--- src/rtl/hazard_history_unit_if.sv ---
// Pipeline-control and history bundle between the hazard/history unit and its
// neighbours: stall requests, decode/resolve branch info, and the resulting controls.
interface hazard_history_unit_if #(
  parameter int NUM_STAGES = 4,
  parameter int IDW        = 4,
  parameter int GHR_LEN    = 64,
  parameter int NUM_FOLD   = 7,
  parameter int FOLD_W     = 10
);
  logic [NUM_STAGES-1:0]      stall_req;
  logic                       dec_valid;
  logic                       dec_taken;
  logic [IDW-1:0]             dec_id;
  logic                       dec_redirect;
  logic [31:0]                dec_target;
  logic                       mp_valid;
  logic [IDW-1:0]             mp_id;
  logic                       mp_outcome;
  logic [31:0]                mp_target;
  logic [NUM_STAGES-1:0]      stall;
  logic [NUM_STAGES-1:0]      flush;
  logic                       pc_we;
  logic [31:0]                pc_new;
  logic [GHR_LEN-1:0]         ghr;
  logic [NUM_FOLD*FOLD_W-1:0] fold;
  logic                       recovering;
  logic [15:0]                mp_count;

  modport master (
    output stall_req, dec_valid, dec_taken, dec_id, dec_redirect, dec_target,
    output mp_valid, mp_id, mp_outcome, mp_target,
    input  stall, flush, pc_we, pc_new, ghr, fold, recovering, mp_count
  );

  modport slave (
    input  stall_req, dec_valid, dec_taken, dec_id, dec_redirect, dec_target,
    input  mp_valid, mp_id, mp_outcome, mp_target,
    output stall, flush, pc_we, pc_new, ghr, fold, recovering, mp_count
  );
endinterface

--- src/rtl/hazard_history_unit.sv ---
// Pipeline stall/flush control plus speculative global branch history with
// folded copies, per-branch checkpoints and misprediction recovery.
//   state     | meaning
//   S_IDLE    | normal fetch, speculative history updates allowed
//   S_RECOVER | fetch held after a misprediction, counter runs down to 0
module hazard_history_unit #(
  parameter int NUM_STAGES    = 4,
  parameter int RESOLVE_STAGE = 2,
  parameter int GHR_LEN       = 64,
  parameter int NUM_FOLD      = 7,
  parameter int FOLD_W        = 10,
  parameter int L1            = 4,
  parameter int ALPHA         = 2,
  parameter int CKPT_DEPTH    = 16,
  parameter int RECOVERY_LAT  = 2
) (
  input logic             clk,
  input logic             rst_n,
  hazard_history_unit_if.slave bus
);
  localparam int FW    = NUM_FOLD * FOLD_W;
  localparam int CW    = GHR_LEN + FW;
  localparam int CNT_W = (RECOVERY_LAT > 1) ? $clog2(RECOVERY_LAT) : 1;

  // Fold lengths past the history length are clamped so the default
  // geometry (7 folds of 4*2^k over 64 bits) still elaborates.
  function automatic int fold_len(input int k);
    int len;
    len = L1;
    for (int j = 0; j < k; j++) begin
      len = len * ALPHA;
      if (len > GHR_LEN) len = GHR_LEN;
    end
    if (len > GHR_LEN) len = GHR_LEN;
    return len;
  endfunction

  function automatic logic [FOLD_W-1:0] fold_step(input logic [FOLD_W-1:0] f,
                                                  input logic nb, input logic ob,
                                                  input int pos);
    logic [FOLD_W-1:0] r;
    r      = {f[FOLD_W-2:0], f[FOLD_W-1]};
    r[0]   = r[0] ^ nb;
    r[pos] = r[pos] ^ ob;
    return r;
  endfunction

  typedef enum logic {S_IDLE, S_RECOVER} state_t;

  state_t             r_state;
  logic [CNT_W-1:0]   r_cnt;
  logic [GHR_LEN-1:0] r_ghr;
  logic [FW-1:0]      r_fold;
  logic [15:0]        r_mp_count;
  logic [CW-1:0]      r_ckpt [CKPT_DEPTH];

  logic [NUM_STAGES-1:0] w_stall_base, w_flush_base, w_stall, w_flush;
  logic                  w_recovering, w_spec_upd, w_hist_upd, w_new_bit;
  logic [GHR_LEN-1:0]    w_ghr_src, w_ghr_next;
  logic [FW-1:0]         w_fold_src, w_fold_next;

  assign w_recovering = (r_state == S_RECOVER);

  always_comb begin
    w_stall_base = '0;
    w_flush_base = '0;
    for (int i = 0; i < NUM_STAGES; i++)
      w_stall_base[i] = |(bus.stall_req >> i);
    for (int i = 0; i < NUM_STAGES - 1; i++)
      w_flush_base[i] = w_stall_base[i] & ~w_stall_base[i+1];
    w_stall = w_stall_base;
    w_flush = w_flush_base;
    if (w_recovering) begin
      w_stall[0] = 1'b1;
      w_flush[0] = 1'b1;
    end
    // A resolved misprediction squashes everything younger than the resolver.
    if (bus.mp_valid) begin
      for (int i = 0; i < RESOLVE_STAGE; i++) begin
        w_stall[i] = 1'b0;
        w_flush[i] = 1'b1;
      end
    end
  end

  always_comb begin
    w_spec_upd = bus.dec_valid & ~w_stall_base[1] & ~bus.mp_valid & ~w_recovering;
    w_hist_upd = w_spec_upd | bus.mp_valid;
    w_new_bit  = bus.mp_valid ? bus.mp_outcome : bus.dec_taken;
    {w_ghr_src, w_fold_src} = bus.mp_valid ? r_ckpt[bus.mp_id] : {r_ghr, r_fold};
    w_ghr_next = {w_ghr_src[GHR_LEN-2:0], w_new_bit};
  end

  // Each fold tracks the XOR of FOLD_W-bit chunks of the youngest Lk history bits.
  for (genvar k = 0; k < NUM_FOLD; k++) begin : g_fold
    localparam int LK = fold_len(k);
    assign w_fold_next[k*FOLD_W +: FOLD_W] =
      fold_step(w_fold_src[k*FOLD_W +: FOLD_W], w_new_bit, w_ghr_src[LK-1], LK % FOLD_W);
  end

  always_ff @(posedge clk) begin
    if (!rst_n) begin
      r_state    <= S_IDLE;
      r_cnt      <= '0;
      r_ghr      <= '0;
      r_fold     <= '0;
      r_mp_count <= '0;
    end else begin
      if (w_hist_upd) begin
        r_ghr  <= w_ghr_next;
        r_fold <= w_fold_next;
      end
      if (bus.mp_valid && r_mp_count != 16'hFFFF)
        r_mp_count <= r_mp_count + 16'd1;
      case (r_state)
        S_IDLE: begin
          if (bus.mp_valid && RECOVERY_LAT > 1) begin
            r_state <= S_RECOVER;
            r_cnt   <= CNT_W'(RECOVERY_LAT - 1);
          end
        end
        S_RECOVER: begin
          if (bus.mp_valid) begin
            r_cnt <= CNT_W'(RECOVERY_LAT - 1);
          end else begin
            r_cnt <= r_cnt - 1'b1;
            if (r_cnt == CNT_W'(1)) r_state <= S_IDLE;
          end
        end
        default: r_state <= S_IDLE;
      endcase
    end
  end

  // Checkpoints hold the pre-update history; contents need no reset.
  always_ff @(posedge clk) begin
    if (w_spec_upd) r_ckpt[bus.dec_id] <= {r_ghr, r_fold};
  end

  assign bus.stall      = w_stall;
  assign bus.flush      = w_flush;
  assign bus.pc_we      = bus.mp_valid | (bus.dec_redirect & ~w_stall_base[1] & ~w_recovering);
  assign bus.pc_new     = bus.mp_valid ? bus.mp_target : bus.dec_target;
  assign bus.ghr        = r_ghr;
  assign bus.fold       = r_fold;
  assign bus.recovering = w_recovering;
  assign bus.mp_count   = r_mp_count;
endmodule

--- src/flat_wrapper.sv ---
// flat-port wrapper written by rule: the top's interface ports become plain ports
module hazard_history_unit_flat 
#(
  parameter int NUM_STAGES    = 4,
  parameter int RESOLVE_STAGE = 2,
  parameter int GHR_LEN       = 64,
  parameter int NUM_FOLD      = 7,
  parameter int FOLD_W        = 10,
  parameter int L1            = 4,
  parameter int ALPHA         = 2,
  parameter int CKPT_DEPTH    = 16,
  parameter int RECOVERY_LAT  = 2
)
  (clk, rst_n, bus_stall_req, bus_dec_valid, bus_dec_taken, bus_dec_id, bus_dec_redirect, bus_dec_target, bus_mp_valid, bus_mp_id, bus_mp_outcome, bus_mp_target, bus_stall, bus_flush, bus_pc_we, bus_pc_new, bus_ghr, bus_fold, bus_recovering, bus_mp_count);
  hazard_history_unit_if #(.NUM_STAGES(NUM_STAGES), .IDW((4)), .GHR_LEN(GHR_LEN), .NUM_FOLD(NUM_FOLD), .FOLD_W(FOLD_W)) bus_i ();
  input logic clk;
  input logic rst_n;
  input wire logic [$bits(bus_i.stall_req)-1:0] bus_stall_req;
  input wire logic [$bits(bus_i.dec_valid)-1:0] bus_dec_valid;
  input wire logic [$bits(bus_i.dec_taken)-1:0] bus_dec_taken;
  input wire logic [$bits(bus_i.dec_id)-1:0] bus_dec_id;
  input wire logic [$bits(bus_i.dec_redirect)-1:0] bus_dec_redirect;
  input wire logic [$bits(bus_i.dec_target)-1:0] bus_dec_target;
  input wire logic [$bits(bus_i.mp_valid)-1:0] bus_mp_valid;
  input wire logic [$bits(bus_i.mp_id)-1:0] bus_mp_id;
  input wire logic [$bits(bus_i.mp_outcome)-1:0] bus_mp_outcome;
  input wire logic [$bits(bus_i.mp_target)-1:0] bus_mp_target;
  output wire logic [$bits(bus_i.stall)-1:0] bus_stall;
  output wire logic [$bits(bus_i.flush)-1:0] bus_flush;
  output wire logic [$bits(bus_i.pc_we)-1:0] bus_pc_we;
  output wire logic [$bits(bus_i.pc_new)-1:0] bus_pc_new;
  output wire logic [$bits(bus_i.ghr)-1:0] bus_ghr;
  output wire logic [$bits(bus_i.fold)-1:0] bus_fold;
  output wire logic [$bits(bus_i.recovering)-1:0] bus_recovering;
  output wire logic [$bits(bus_i.mp_count)-1:0] bus_mp_count;
  assign bus_i.stall_req = bus_stall_req;
  assign bus_i.dec_valid = bus_dec_valid;
  assign bus_i.dec_taken = bus_dec_taken;
  assign bus_i.dec_id = bus_dec_id;
  assign bus_i.dec_redirect = bus_dec_redirect;
  assign bus_i.dec_target = bus_dec_target;
  assign bus_i.mp_valid = bus_mp_valid;
  assign bus_i.mp_id = bus_mp_id;
  assign bus_i.mp_outcome = bus_mp_outcome;
  assign bus_i.mp_target = bus_mp_target;
  assign bus_stall = bus_i.stall;
  assign bus_flush = bus_i.flush;
  assign bus_pc_we = bus_i.pc_we;
  assign bus_pc_new = bus_i.pc_new;
  assign bus_ghr = bus_i.ghr;
  assign bus_fold = bus_i.fold;
  assign bus_recovering = bus_i.recovering;
  assign bus_mp_count = bus_i.mp_count;
  hazard_history_unit #(.NUM_STAGES(NUM_STAGES), .RESOLVE_STAGE(RESOLVE_STAGE), .GHR_LEN(GHR_LEN), .NUM_FOLD(NUM_FOLD), .FOLD_W(FOLD_W), .L1(L1), .ALPHA(ALPHA), .CKPT_DEPTH(CKPT_DEPTH), .RECOVERY_LAT(RECOVERY_LAT)) u_core (.clk(clk), .rst_n(rst_n), .bus(bus_i));
endmodule
--- config.mk ---
export PLATFORM = sky130hd
export DESIGN_NAME = hazard_history_unit_flat
export DESIGN_NICKNAME = d
export VERILOG_FILES = /design/src/rtl/hazard_history_unit_if.sv /design/src/rtl/hazard_history_unit.sv /design/src/flat_wrapper.sv
export SDC_FILE = /design/constraint.sdc
export NUM_CORES = 2
export LEC_CHECK = 0
export ABC_AREA = 1
export CAP_MARGIN = 10
export CORE_MARGIN = 1.5
export CORE_UTILIZATION = 50
export CTS_CLUSTER_DIAMETER = 120
export DETAILED_ROUTE_END_ITERATION = 10
export PLACE_DENSITY = 0.67
export SKIP_CTS_REPAIR_TIMING = 1
export SLEW_MARGIN = 20
export SYNTH_ARGS = -nofsm -noshare
export SYNTH_HDL_FRONTEND = slang
export SYNTH_SLANG_ARGS = --single-unit
--- constraint.sdc ---
create_clock -name clk -period 18.9 [get_ports clk]
set_input_delay 3.78 -clock clk [delete_from_list [all_inputs] [get_ports clk]]
set_output_delay 3.78 -clock clk [all_outputs]
set_load 0.02 [all_outputs]
## After elaboration in Yosys (flattened, before gate mapping)

Memory sizes are Yosys's and may differ from the RTL's.
Index checks and enable logic that the tools add are counted.

| cells by class | value |
|---|---|
| add/subtract/negate cells | 2 |
| eq/ne operators | 2 |
| mux-type cells | 16 |
| bitwise gates (word level) | 29 |
| reductions and logical operators | 4 |

Operators with widths:

| cell | number |
|---|---|
| $mux 134 | 1 |
| $mux 32 | 1 |
| $add 16x1->16 const B | 1 |
| $ne 16x16->1 const B | 1 |
| $xor 1x1->1 | 14 |
| $mux 1 | 10 |
| $and 1x1->1 | 8 |
| $not 1->1 | 5 |
| $mux 2 | 2 |
| $pmux 1 s2 | 2 |
| $reduce_or 4->1 | 1 |
| $reduce_or 3->1 | 1 |
| $ne 2x2->1 const B | 1 |
| $or 1x1->1 | 2 |
| $reduce_or 2->1 | 1 |
| $logic_and 1x1->1 | 1 |
| $sub 1x1->1 const B | 1 |

| word-level totals | value |
|---|---|
| register bits | 152 |
| bits in writable memories | 2,144 |
| input bits | 83 |
| output and inout bits | 192 |
| word-level logic and storage cells | 59 |
| memories | 1 |

Memory list:

| name | depth | width | rd ports | clocked after Yosys merged registers in | write ports | line | source |
|---|---|---|---|---|---|---|---|
| u_core.r_ckpt | 16 | 134 | 1 | 0 | 1 | hazard_history_unit.sv:55 | `logic [CW-1:0] r_ckpt [CKPT_DEPTH];` |

## Longest topological paths before layout

| depth | value |
|---|---|
| depth after elaboration | 7 |
| gate-level depth with buffers | 16 |
| gate-level depth less buffers | 13 |

## Worst setup path before layout

No wires, ideal clock.

| timing | value |
|---|---|
| path type | input to register |
| start | in bus_mp_valid |
| end | mem u_core.r_ckpt[0][0] (netlist name), enable pin |
| setup time | 0.630 ns |
| arrival time | 10.362 ns |
| required time | 18.270 ns |
| setup slack | 7.908 ns |
| cell stages on the path | 7 |
| path buffers | 1 |
| path through | or2_1 inv_1 nand3_2 inv_2 clkbuf_1 nand3_1 nor2_1 |

| on the way | value |
|---|---|
| longest elaborated chain between the ends | 5 |

Ends and longest elaborated chain:

| what | line | source |
|---|---|---|
| from (decl) | flat_wrapper.sv:24 | `input wire logic [$bits(bus_i.mp_valid)-1:0] bus_mp_valid;` |
| $not 1->1 | hazard_history_unit.sv:87 | `w_spec_upd = bus.dec_valid & ~w_stall_base[1] & ~bus.mp_valid & ~w_recovering;` |
| $and 1x1->1 (2 in series) | hazard_history_unit.sv:87 |  |
| $mux 1 | hazard_history_unit.sv:137 | `if (w_spec_upd) r_ckpt[bus.dec_id] <= {r_ghr, r_fold};` |
| $mux 1 (implied by the code) | hazard_history_unit.sv:137 |  |
| to (decl) | hazard_history_unit.sv:55 |  |

Every way passes these cells.

## Worst setup path after layout

| timing | value |
|---|---|
| start | in bus_mp_valid |
| end | out bus_pc_we |

| on the way | value |
|---|---|
| longest elaborated chain between the ends | 1 |

Ends and longest elaborated chain:

| what | line | source |
|---|---|---|
| $or 1x1->1 | hazard_history_unit.sv:142 | `assign bus.pc_we = bus.mp_valid \| (bus.dec_redirect & ~w_stall_base[1] & ~w_recovering);` |
| to (decl) | flat_wrapper.sv:30 | `output wire logic [$bits(bus_i.pc_we)-1:0] bus_pc_we;` |

Every way passes these cells.

==> impl_metrics.json <==
{
  "status": "finished, final reports clean",
  "antenna_found_initial": 1,
  "grt_pass1_wl_mm": 374,
  "regToRegStartpoint": "u_core.bus.recovering",
  "path_clk_slew_ns": 0.06,
  "synth_flop_cell": "edfxtp_1",
  "ioPinCount": 275,
  "initial_core_util_pct": 50.3,
  "syn-num-nets": 7484,
  "synth_top_family_by_area": "compound AO/OA/AOI/OAI gates",
  "synthAdderAreaFrac_pct": 0.0137,
  "ys_ff_latch": 2296,
  "portBuffers": 273,
  "dp_hpwl_mm": 120,
  "synth_xor_area_share_pct": 0.0192,
  "regToRegSetupSlack_ns": 13.23,
  "design.core.area_um2": 181000,
  "synth_commonest_cells": "edfxtp_1 (2,144), nor2_1 (1,420), o21ai_0 (926)",
  "multi_input_area_um2": 20900,
  "cts.sinks": 2296,
  "first_global_vias": 58542,
  "synth_top_area_share_pct": 70.7,
  "die_x_um": 430,
  "p_leak_nw": 34.3,
  "synth_cell_types": 33,
  "path_cells": "buf_8 -> inv_2 -> buf_4 -> o21ai_0 -> clkdlybuf4s50_1",
  "grt_usage_pct": 26.7,
  "root_buffer": "clkbuf_16",
  "power_density_nw_per_um2": 105,
  "die_area_um2": 185000,
  "final_hold_viol_count": 0,
  "insertion_delay_ns": 0.88,
  "overflow": 0,
  "routabilityCongestion": 0.801,
  "ff2ff_path_depth": 9,
  "cp-end-kind": "output port",
  "drtIter0Drc": 7144,
  "drt-vias-per-instance": 5.99,
  "muxShareOfSynthArea_pct": 0,
  "fin_worst_skew_ns": 0.0478,
  "grt_max_degree": 200,
  "r2r-end": "u_core.r_ckpt[5][52]",
  "syn_inst": 7400,
  "hold_end": "u_core.r_cnt",
  "fin_crit_sh_pct": 50.3,
  "path_max_fanout": 81,
  "nets": 7589,
  "synth_edf_count": 2144,
  "yosys.area.top_type": "edfxtp_1",
  "tightest_slew_ns": 1.13,
  "synthTopCellsByArea": "edfxtp_1 (71%), nor2_1 (5.9%), o21ai_0 (5.1%), dfxtp_1 (3.3%), nand2_1 (3.1%)",
  "worst_ep_arrival_time_ns": 5.72,
  "slew_headroom_pct": 24.2,
  "holdCritPathClass": "reg2reg",
  "cts_max_level": 4,
  "die_y_um": 430,
  "slowest_delay_ns": 0.66,
  "fillers": 14191,
  "fp-row-count": 156,
  "p_total_mw": 10.8,
  "fmax_ghz": 0.105,
  "yosys_warnings": 0,
  "area_growth_pct": 13.3,
  "max-vdd-ir-drop_v": 0.000109,
  "drive_gt1_share_pct": 6.49,
  "setup_viol": 0,
  "timing.setup.tns_ns": 0,
  "wl_per_cell_um": 24.8,
  "worstHoldStart": "u_core.r_cnt",
  "drc": 0,
  "first_pass_iters": 6,
  "cts_tree": "yes",
  "synth-simple-area-share_pct": 11.2,
  "yosysSeqAreaShare_pct": 74.0,
  "critPathLaunchType": "input port",
  "synth_area_per_cell_um2": 12.3,
  "seq_area_um2": 67400,
  "postRouteAntennaNets": 0,
  "cap_violations": 0,
  "wl_mm": 250,
  "yosysMostFrequentCell": "edfxtp_1",
  "syn-cell-area_um2": 91100,
  "clock_tree.buffer_depth": 3,
  "synth_compound_area_share_pct": 11.6,
  "post-route-min-period_ns": 9.50,
  "hold_depth": 2,
  "worstSetupPathType": "in2out",
  "cts_buffers": 222,
  "via_count": 60326,
  "cp.required_ns": 15.12,
  "rsz0062_at_grt": "false",
  "slowest_stage": "buf_4",
  "drv_slew": 0,
  "async_flop_share_pct": 0
}
[area by class of cell]
| type | instances | share of cell area, % |
|---|---|---|
| inverter | 195 | 0.748 |
| tap | 2370 | 2.87 |
| antenna | 1 | 0.00242 |
| clock inverter | 110 | 1.06 |
| timing repair buffer | 398 | 3.69 |
| multi-input combinational | 4392 | 20.2 |
| sequential | 2296 | 65.3 |
| clock buffer | 314 | 6.12 |
[state kept, by name, summed over array words and instances (netlist names)]
signal                 flops
u_core.bus.fold           70
u_core.r_ckpt           2144
u_core.bus.ghr            64
u_core.r_cnt               1
u_core.bus.recovering      1
u_core.bus.mp_count       16
[critical path: cells and delay by family]
| kind | cells | cell delay (ns) |
|---|---|---|
| compound gates | 1 | 0.26 |
| buf+inv | 4 | 1.64 |
[logic make-up after synthesis]
family | after synthesis
AOI/OAI and AO/OA | 1818
xor gates and xnor gates | 2
adders and majority gates | 1
buffers and inverters | 712
DFF | 2296
other | 1
and+or+nand+nor | 2570
[worst max path at each step]
stage,startpoint,to,slack (ns)
finish,bus_mp_valid,bus_pc_we,9.40
global route,bus_mp_valid,bus_pc_new[12],9.29
CTS,bus_mp_valid,bus_pc_new[31],9.42
detailed placement,bus_stall_req[3],u_core.r_ckpt[5][44],9.34
global placement,bus_stall_req[3],u_core.r_ckpt[5][44],9.40
floorplan,bus_mp_valid,u_core.r_ckpt[0][0],7.91
[stage by stage]
step | cell area (µm²) | cells | hold slack (ns) | setup slack (ns) | utilization, %
floorplan | 91100 | 7400 | 0.439 | 7.91 | -
global placement | 95800 | 9650 | 0.458 | 9.40 | 53.0
detailed placement | 95800 | 9650 | 0.471 | 9.34 | 53.0
CTS | 103000 | 10074 | 0.480 | 9.42 | 57.0
global route | 103000 | 10076 | 0.498 | 9.29 | 57.1
finish | 103000 | 10076 | 0.474 | 9.40 | 57.1
[per-layer routing]
layer	up-vias	part of all wire [%]	global-route usage [%]
met5	-	0	0
met4	0	2.9	8.29
met3	446	8.0	3.87
met2	2856	49	44.9
met1	29990	40	36.1
li1	27034	-	-
[cell usage in the layout (no fill, tap or decap), types with 115 or more instances in the layout]
| cell type | n |
|---|---|
| clkbuf_16 | 224 |
| o21ai_1 | 196 |
| nor2_1 | 1403 |
| edfxtp_1 | 2144 |
| nand3_1 | 367 |
| clkdlybuf4s50_1 | 267 |
| dfxtp_1 | 152 |
| a21oi_1 | 132 |
| buf_4 | 115 |
| o21ai_0 | 926 |
| o211ai_1 | 366 |
| inv_1 | 186 |
| nand2_1 | 760 |
[power breakdown]
| part | total, mW | internal [mW] | switching, mW |
|---|---|---|---|
| sequential | 5.70 | 5.61 | 0.0881 |
| combinational | 0.646 | 0.202 | 0.444 |
| clock | 4.45 | 2.54 | 1.92 |
Note: power is estimated with default switching activity, not from simulation.
